## src/rtl/alu_share_arbiter.sv

```systemverilog
// alu_share_arbiter: shares one external ALU (OR/AND/ADD/SUB/MUL) between two
// requesters. Arbitration is round-robin, and each requester has a valid/ready
// handshake. Operands are registered and held on the ALU for the whole operation;
// a MUL is held for MUL_CYCLES cycles. The result is returned on one valid/ready
// response channel, tagged with the id of the requester that issued it.
//
// Ports:
//   clk_i, rst_i                   clock (rising edge), async active-high reset
//   reqN_valid_i / reqN_ready_o    request handshake, N = 0,1 (ready is combinational)
//   reqN_op_i, reqN_a_i, reqN_b_i  ALU control and operands per requester
//   rsp_valid_o / rsp_ready_i      response handshake
//   rsp_id_o, rsp_data_o           issuing requester and result
//   rsp_err_o                      illegal-op flag (0 unless ALU_ARB_OPCHECK_EN)
//   alu_data1_o, alu_data2_o       ALU operands
//   alu_ctrl_o, alu_data_i         ALU control and ALU result
//   busy_o                         high whenever the FSM is not idle
//
// Optional feature macro: ALU_ARB_OPCHECK_EN. When it is defined, ops 101..111
// skip the ALU and are answered with data 0 and rsp_err_o = 1.
module alu_share_arbiter #(
    parameter int unsigned MUL_CYCLES = 3,
    parameter int unsigned WIDTH      = 32
) (
    input  logic             clk_i,
    input  logic             rst_i,
    input  logic             req0_valid_i,
    output logic             req0_ready_o,
    input  logic [2:0]       req0_op_i,
    input  logic [WIDTH-1:0] req0_a_i,
    input  logic [WIDTH-1:0] req0_b_i,
    input  logic             req1_valid_i,
    output logic             req1_ready_o,
    input  logic [2:0]       req1_op_i,
    input  logic [WIDTH-1:0] req1_a_i,
    input  logic [WIDTH-1:0] req1_b_i,
    output logic             rsp_valid_o,
    input  logic             rsp_ready_i,
    output logic             rsp_id_o,
    output logic [WIDTH-1:0] rsp_data_o,
    output logic             rsp_err_o,
    output logic [WIDTH-1:0] alu_data1_o,
    output logic [WIDTH-1:0] alu_data2_o,
    output logic [2:0]       alu_ctrl_o,
    input  logic [WIDTH-1:0] alu_data_i,
    output logic             busy_o
);

    localparam int unsigned CNT_W  = 4;
    localparam logic [2:0]  OP_MUL = 3'b100;

    typedef enum logic [1:0] {IDLE, EXEC, RESP} state_t;

    state_t           state;
    logic             last_grant;
    logic             id_q;
    logic [2:0]       op_q;
    logic [WIDTH-1:0] a_q;
    logic [WIDTH-1:0] b_q;
    logic [CNT_W-1:0] cnt;

    logic             gnt_any;
    logic             gnt_id;
    logic             accept;
    logic [2:0]       gnt_op;
    logic [WIDTH-1:0] gnt_a;
    logic [WIDTH-1:0] gnt_b;

    // Round-robin pick: a lone requester wins; on a tie the one not served last wins.
    assign gnt_any = req0_valid_i | req1_valid_i;
    assign gnt_id  = (req0_valid_i & req1_valid_i) ? ~last_grant : req1_valid_i;
    assign accept  = (state == IDLE) & gnt_any;

    assign req0_ready_o = accept & ~gnt_id;
    assign req1_ready_o = accept &  gnt_id;

    assign gnt_op = gnt_id ? req1_op_i : req0_op_i;
    assign gnt_a  = gnt_id ? req1_a_i  : req0_a_i;
    assign gnt_b  = gnt_id ? req1_b_i  : req0_b_i;

    // The ALU sees only the registered operands, so its inputs are stable for the whole op.
    assign alu_ctrl_o  = op_q;
    assign alu_data1_o = a_q;
    assign alu_data2_o = b_q;
    assign busy_o      = (state != IDLE);

`ifdef ALU_ARB_OPCHECK_EN
    logic rsp_err_q;
    logic op_illegal;
    assign op_illegal = gnt_op[2] & (gnt_op[1:0] != 2'b00);
    assign rsp_err_o  = rsp_err_q;
`else
    assign rsp_err_o  = 1'b0;
`endif

    // Arbitration, operand capture, MUL hold counter and response register.
    always_ff @(posedge clk_i or posedge rst_i) begin
        if (rst_i) begin
            state       <= IDLE;
            last_grant  <= 1'b1;
            id_q        <= 1'b0;
            op_q        <= '0;
            a_q         <= '0;
            b_q         <= '0;
            cnt         <= '0;
            rsp_valid_o <= 1'b0;
            rsp_id_o    <= 1'b0;
            rsp_data_o  <= '0;
`ifdef ALU_ARB_OPCHECK_EN
            rsp_err_q   <= 1'b0;
`endif
        end else begin
            case (state)
                IDLE: begin
                    if (accept) begin
                        last_grant <= gnt_id;
`ifdef ALU_ARB_OPCHECK_EN
                        // Illegal op: answer directly and leave the ALU inputs untouched.
                        if (op_illegal) begin
                            rsp_valid_o <= 1'b1;
                            rsp_id_o    <= gnt_id;
                            rsp_data_o  <= '0;
                            rsp_err_q   <= 1'b1;
                            state       <= RESP;
                        end else
`endif
                        begin
                            id_q  <= gnt_id;
                            op_q  <= gnt_op;
                            a_q   <= gnt_a;
                            b_q   <= gnt_b;
                            cnt   <= (gnt_op == OP_MUL) ? CNT_W'(MUL_CYCLES - 1) : '0;
                            state <= EXEC;
                        end
                    end
                end
                EXEC: begin
                    if (cnt != '0) begin
                        cnt <= cnt - CNT_W'(1);
                    end else begin
                        rsp_valid_o <= 1'b1;
                        rsp_id_o    <= id_q;
                        rsp_data_o  <= alu_data_i;
`ifdef ALU_ARB_OPCHECK_EN
                        rsp_err_q   <= 1'b0;
`endif
                        state       <= RESP;
                    end
                end
                RESP: begin
                    // Hold the response until the consumer takes it; nothing is accepted here.
                    if (rsp_ready_i) begin
                        rsp_valid_o <= 1'b0;
                        state       <= IDLE;
                    end
                end
                default: state <= IDLE;
            endcase
        end
    end

endmodule

```

## config.mk

```make
export PLATFORM = sky130hd
export DESIGN_NAME = alu_share_arbiter
export DESIGN_NICKNAME = d
export VERILOG_FILES = /design/src/rtl/alu_share_arbiter.sv
export SDC_FILE = /design/constraint.sdc
export NUM_CORES = 1
export LEC_CHECK = 0
export ABC_AREA = 0
export CAP_MARGIN = 20
export CORE_ASPECT_RATIO = 0.5
export CORE_MARGIN = 5
export CORE_UTILIZATION = 39
export DETAILED_ROUTE_END_ITERATION = 16
export HOLD_SLACK_MARGIN = 0.06
export PLACE_DENSITY = 0.82
export SKIP_LAST_GASP = 1
export SYNTH_ARGS = -nofsm -noshare
export SYNTH_HDL_FRONTEND = slang
export SYNTH_SLANG_ARGS = --single-unit
```

## constraint.sdc

```tcl
create_clock -name clk_i -period 4.24 [get_ports clk_i]
set_input_delay 0.848 -clock clk_i [delete_from_list [all_inputs] [get_ports clk_i]]
set_output_delay 0.848 -clock clk_i [all_outputs]
set_load 0.02 [all_outputs]
```

==> results.tsv <==
stage	metric	value	unit
status	status	completed	
sta	period_needed	3.37	ns
job	cap_violations	0	
sta	setup_viol	0	
yosys	synth_area	0.00484	mm2
routing	ant_nets	0	
yosys	synthCells	355	
setup_path	slowest_delay	0.64	ns
layout	fin_util	66.2	%
place	dp_hpwl	12700	um
power_and_ir_drop	power.density	746	mW/mm2
sta	slew_headroom	49.2	%
hold_path	hold_depth	1	
sta	layout_worst_path_cycle_share	79.4	%
routing	routed_wl	17300	um
hold_path	worstHoldPathType	flip-flop to flip-flop	
floorplanning	io_pins	276	
yosys	yosysSeqAreaShare	56.4	%
floorplanning	start_util	40.4	%
global_route	grt_pass1_wl	25800	um
routing	vias_per_cell	5.40	
sta	worst_slack	0.871	ns
sta	finClkSkew	0.00830	ns
yosys	synthesis.nets	528	
cts	clkSlewWorstSetupHoldPaths	0.07	ns
global_route	grt_overflow	0	
power_and_ir_drop	ir_drop	284	uV
setup_path	crit_slowest_cell	clkdlybuf4s50_1	
sta	fin_tns_setup	0	ns
global_route	grt_pass1_vias	4458	
layout	fin_nets	788	
layout	most-common-layout-cells	clkdlybuf4s50_1, dfrtp_1, a221o_1	
cts	ctsResizeCount	0	
cts	post-cts-setup-buffer-count	0	
sta	tightest_slew	0.762	ns
setup_path	crit_cells	4	
cts	root_buffer	clkbuf_16	
floorplanning	rows	28	
floorplanning	die_h	88.8	um
setup_path	critPathTopFamily	buffers and inverters	
sta	final-hold-violation-count	0	
setup_path	critPathMaxFanout	4	
setup_path	startpoint_type	input pin	
global_route	grt_max_degree	65	
setup_path	critPathArrivalTime	2.52	ns
floorplanning	dieArea	0.0149	mm2
layout	final_common_cell	clkdlybuf4s50_1	
sta	holdWs	0.501	ns
setup_path	end_kind	output port	
setup_path	rr_worst_depth	5	
setup_path	path_buf_inv	2	
cts	htreeDepth	3	
place	port_buffers	274	
routing	dr_total_vias	4236	
floorplanning	die_w	168	um
cts	cts_buffers	9	
cts	cts_hold_buf	0	
cts	worstSkewPairLatency	0.34	ns
setup_path	worstPathCellList	clkdlybuf4s50_1 > a21boi_4 > and2_1 > clkdlybuf4s50_1	
routing	highest_layer	met4	
layout	final_layout_size_suffix_gt1_share	10.2	%
routing	drt_iter0_drc	361	
routing	drt-pass1-iter-count	4	
yosys	synthDistinctLibCells	36	
cts	clock_sinks	109	
routing	detail_route.wl_per_cell	22.1	um
yosys	synth_seq_cells	109	
floorplanning	coreArea	0.0120	mm2
cts	cts_buffer_depth	2	
cts	cts_tree	done	
sta	slew_violations	0	
place	gp_congestion	0.881	
layout	antenna_cells	0	
layout	syn2layout_area_growth	64.0	%
yosys	avgSynthCellArea	13.6	um2
routing	drc_errors	0	
global_route	grtUsageTotal	22.4	%
routing	wl_met2	9130	um
power_and_ir_drop	cellLeakagePower	0.00360	uW
global_route	antenna_found_initial	0	
yosys	ys_warn_count	0	
routing	wl_met3	692	um
setup_path	timing_worst_setup_path_type	input pin to output port	
sta	fmax	297	MHz
sta	rsz0062_at_grt	no	
setup_path	crit_top_cell	clkdlybuf4s50_1	
setup_path	required	3.39	ns
place	pre_cts_ws	0.915	ns
routing	m1WireLength	6990	um
==> cell usage after synthesis <==
library cell	count	share of area [%]
mux2i_1	6	1.2
a21o_1	2	0.31
nand2_1	2	0.16
inv_1	3	0.23
a21boi_4	1	0.39
or2_2	1	0.13
clkbuf_2	1	0.10
nand2b_1	1	0.13
mux2_2	4	0.93
a311oi_1	1	0.18
conb_1	1	0.078
nor4b_4	1	0.49
nor2b_1	1	0.13
inv_2	1	0.078
and2_1	1	0.13
nor3_1	2	0.21
buf_6	10	2.3
a21oi_1	3	0.31
dfstp_2	1	0.54
nor2_4	1	0.23
a221o_1	65	13
buf_2	7	0.72
buf_4	2	0.31
mux2_4	29	9.0
o221ai_1	1	0.18
or3b_2	1	0.18
nor2_1	4	0.31
dfrtp_1	108	56
clkbuf_1	12	0.93
nand2_2	2	0.26
and3_1	64	8.3
o21ai_0	9	0.93
nor3b_1	2	0.31
ha_1	2	0.52
nor3_2	1	0.21
nand3_1	2	0.21
==> path summary, 6_finish.rpt <==
check                                      from                           to  slack, ns
setup / recovery                   req1_valid_i                 req1_ready_o       0.87
min in group asynchronous                 rst_i  alu_data2_o[10]$_DFFE_PP0P_       0.95
hold / removal               cnt[0]$_DFFE_PP0P_           cnt[0]$_DFFE_PP0P_       0.50
max in group asynchronous                 rst_i       last_grant$_DFFE_PP1P_       2.47
hold reg to reg              cnt[0]$_DFFE_PP0P_           cnt[0]$_DFFE_PP0P_       0.50
setup reg to reg           state[0]$_DFFE_PP0P_  alu_data2_o[23]$_DFFE_PP0P_       1.67
==> state kept, by name (all words and copies together), names as in the netlist <==
| register | cells |
|---|---|
| state | 2 |
| rsp_valid_o | 1 |
| rsp_data_o | 32 |
| alu_data2_o | 32 |
| last_grant | 1 |
| cnt | 4 |
| alu_data1_o | 32 |
| alu_ctrl_o | 3 |
| id_q | 1 |
| rsp_id_o | 1 |
==> power breakdown <==
part | switching [uW] | leakage, uW | internal (uW) | total (uW)
logic | 1510 | 0.00215 | 1710 | 3220
clock network | 368 | 0.000129 | 411 | 780
registers | 346 | 0.00131 | 1570 | 1920
total | 2230 | 0.00360 | 3690 | 5920
==> through the flow <==
| step | instances | total power, uW | area [um2] |
|---|---|---|---|
| 2_1_floorplan | 355 | 3660 | 4840 |
| 3_3_place_gp | 768 | 5060 | 7650 |
| 3_5_place_dp | 768 | 5140 | 7650 |
| 4_1_cts | 783 | 5950 | 7910 |
| 5_1_grt | 784 | 6200 | 7930 |
| 6_report | 784 | 5920 | 7930 |
==> layout make-up <==
| class | instances | area [um2] |
|---|---|---|
| Clock buffer | 13 | 250 |
| Clock inverter | 2 | 10.0 |
| Fill cell | 892 | 4050 |
| Inverter | 4 | 17.5 |
| Multi-Input combinational cell | 210 | 1890 |
| Sequential cell | 109 | 2730 |
| Tap cell | 165 | 206 |
| Timing Repair Buffer | 281 | 2830 |
==> kinds of logic (layout without fill, tap and decap cells) <==
family	Yosys count	in the layout	share of synthesized area [%]
fa+ha+maj	2	2	0.517
buf+inv	36	300	4.71
simple gates	86	86	11.4
mux	39	39	11.2
flops	109	109	56.4
compound gates	82	82	15.8
other cells	1	1	0.0775
==> layer usage <==
| metal | up-vias | GRT usage (%) |
|---|---|---|
| met5 | - | 0 |
| met4 | 0 | 7.66 |
| met3 | 39 | 4.46 |
| met2 | 146 | 39.8 |
| met1 | 2162 | 27.9 |
| li1 | 1889 | - |
Power figures use the tool's default switching activity.
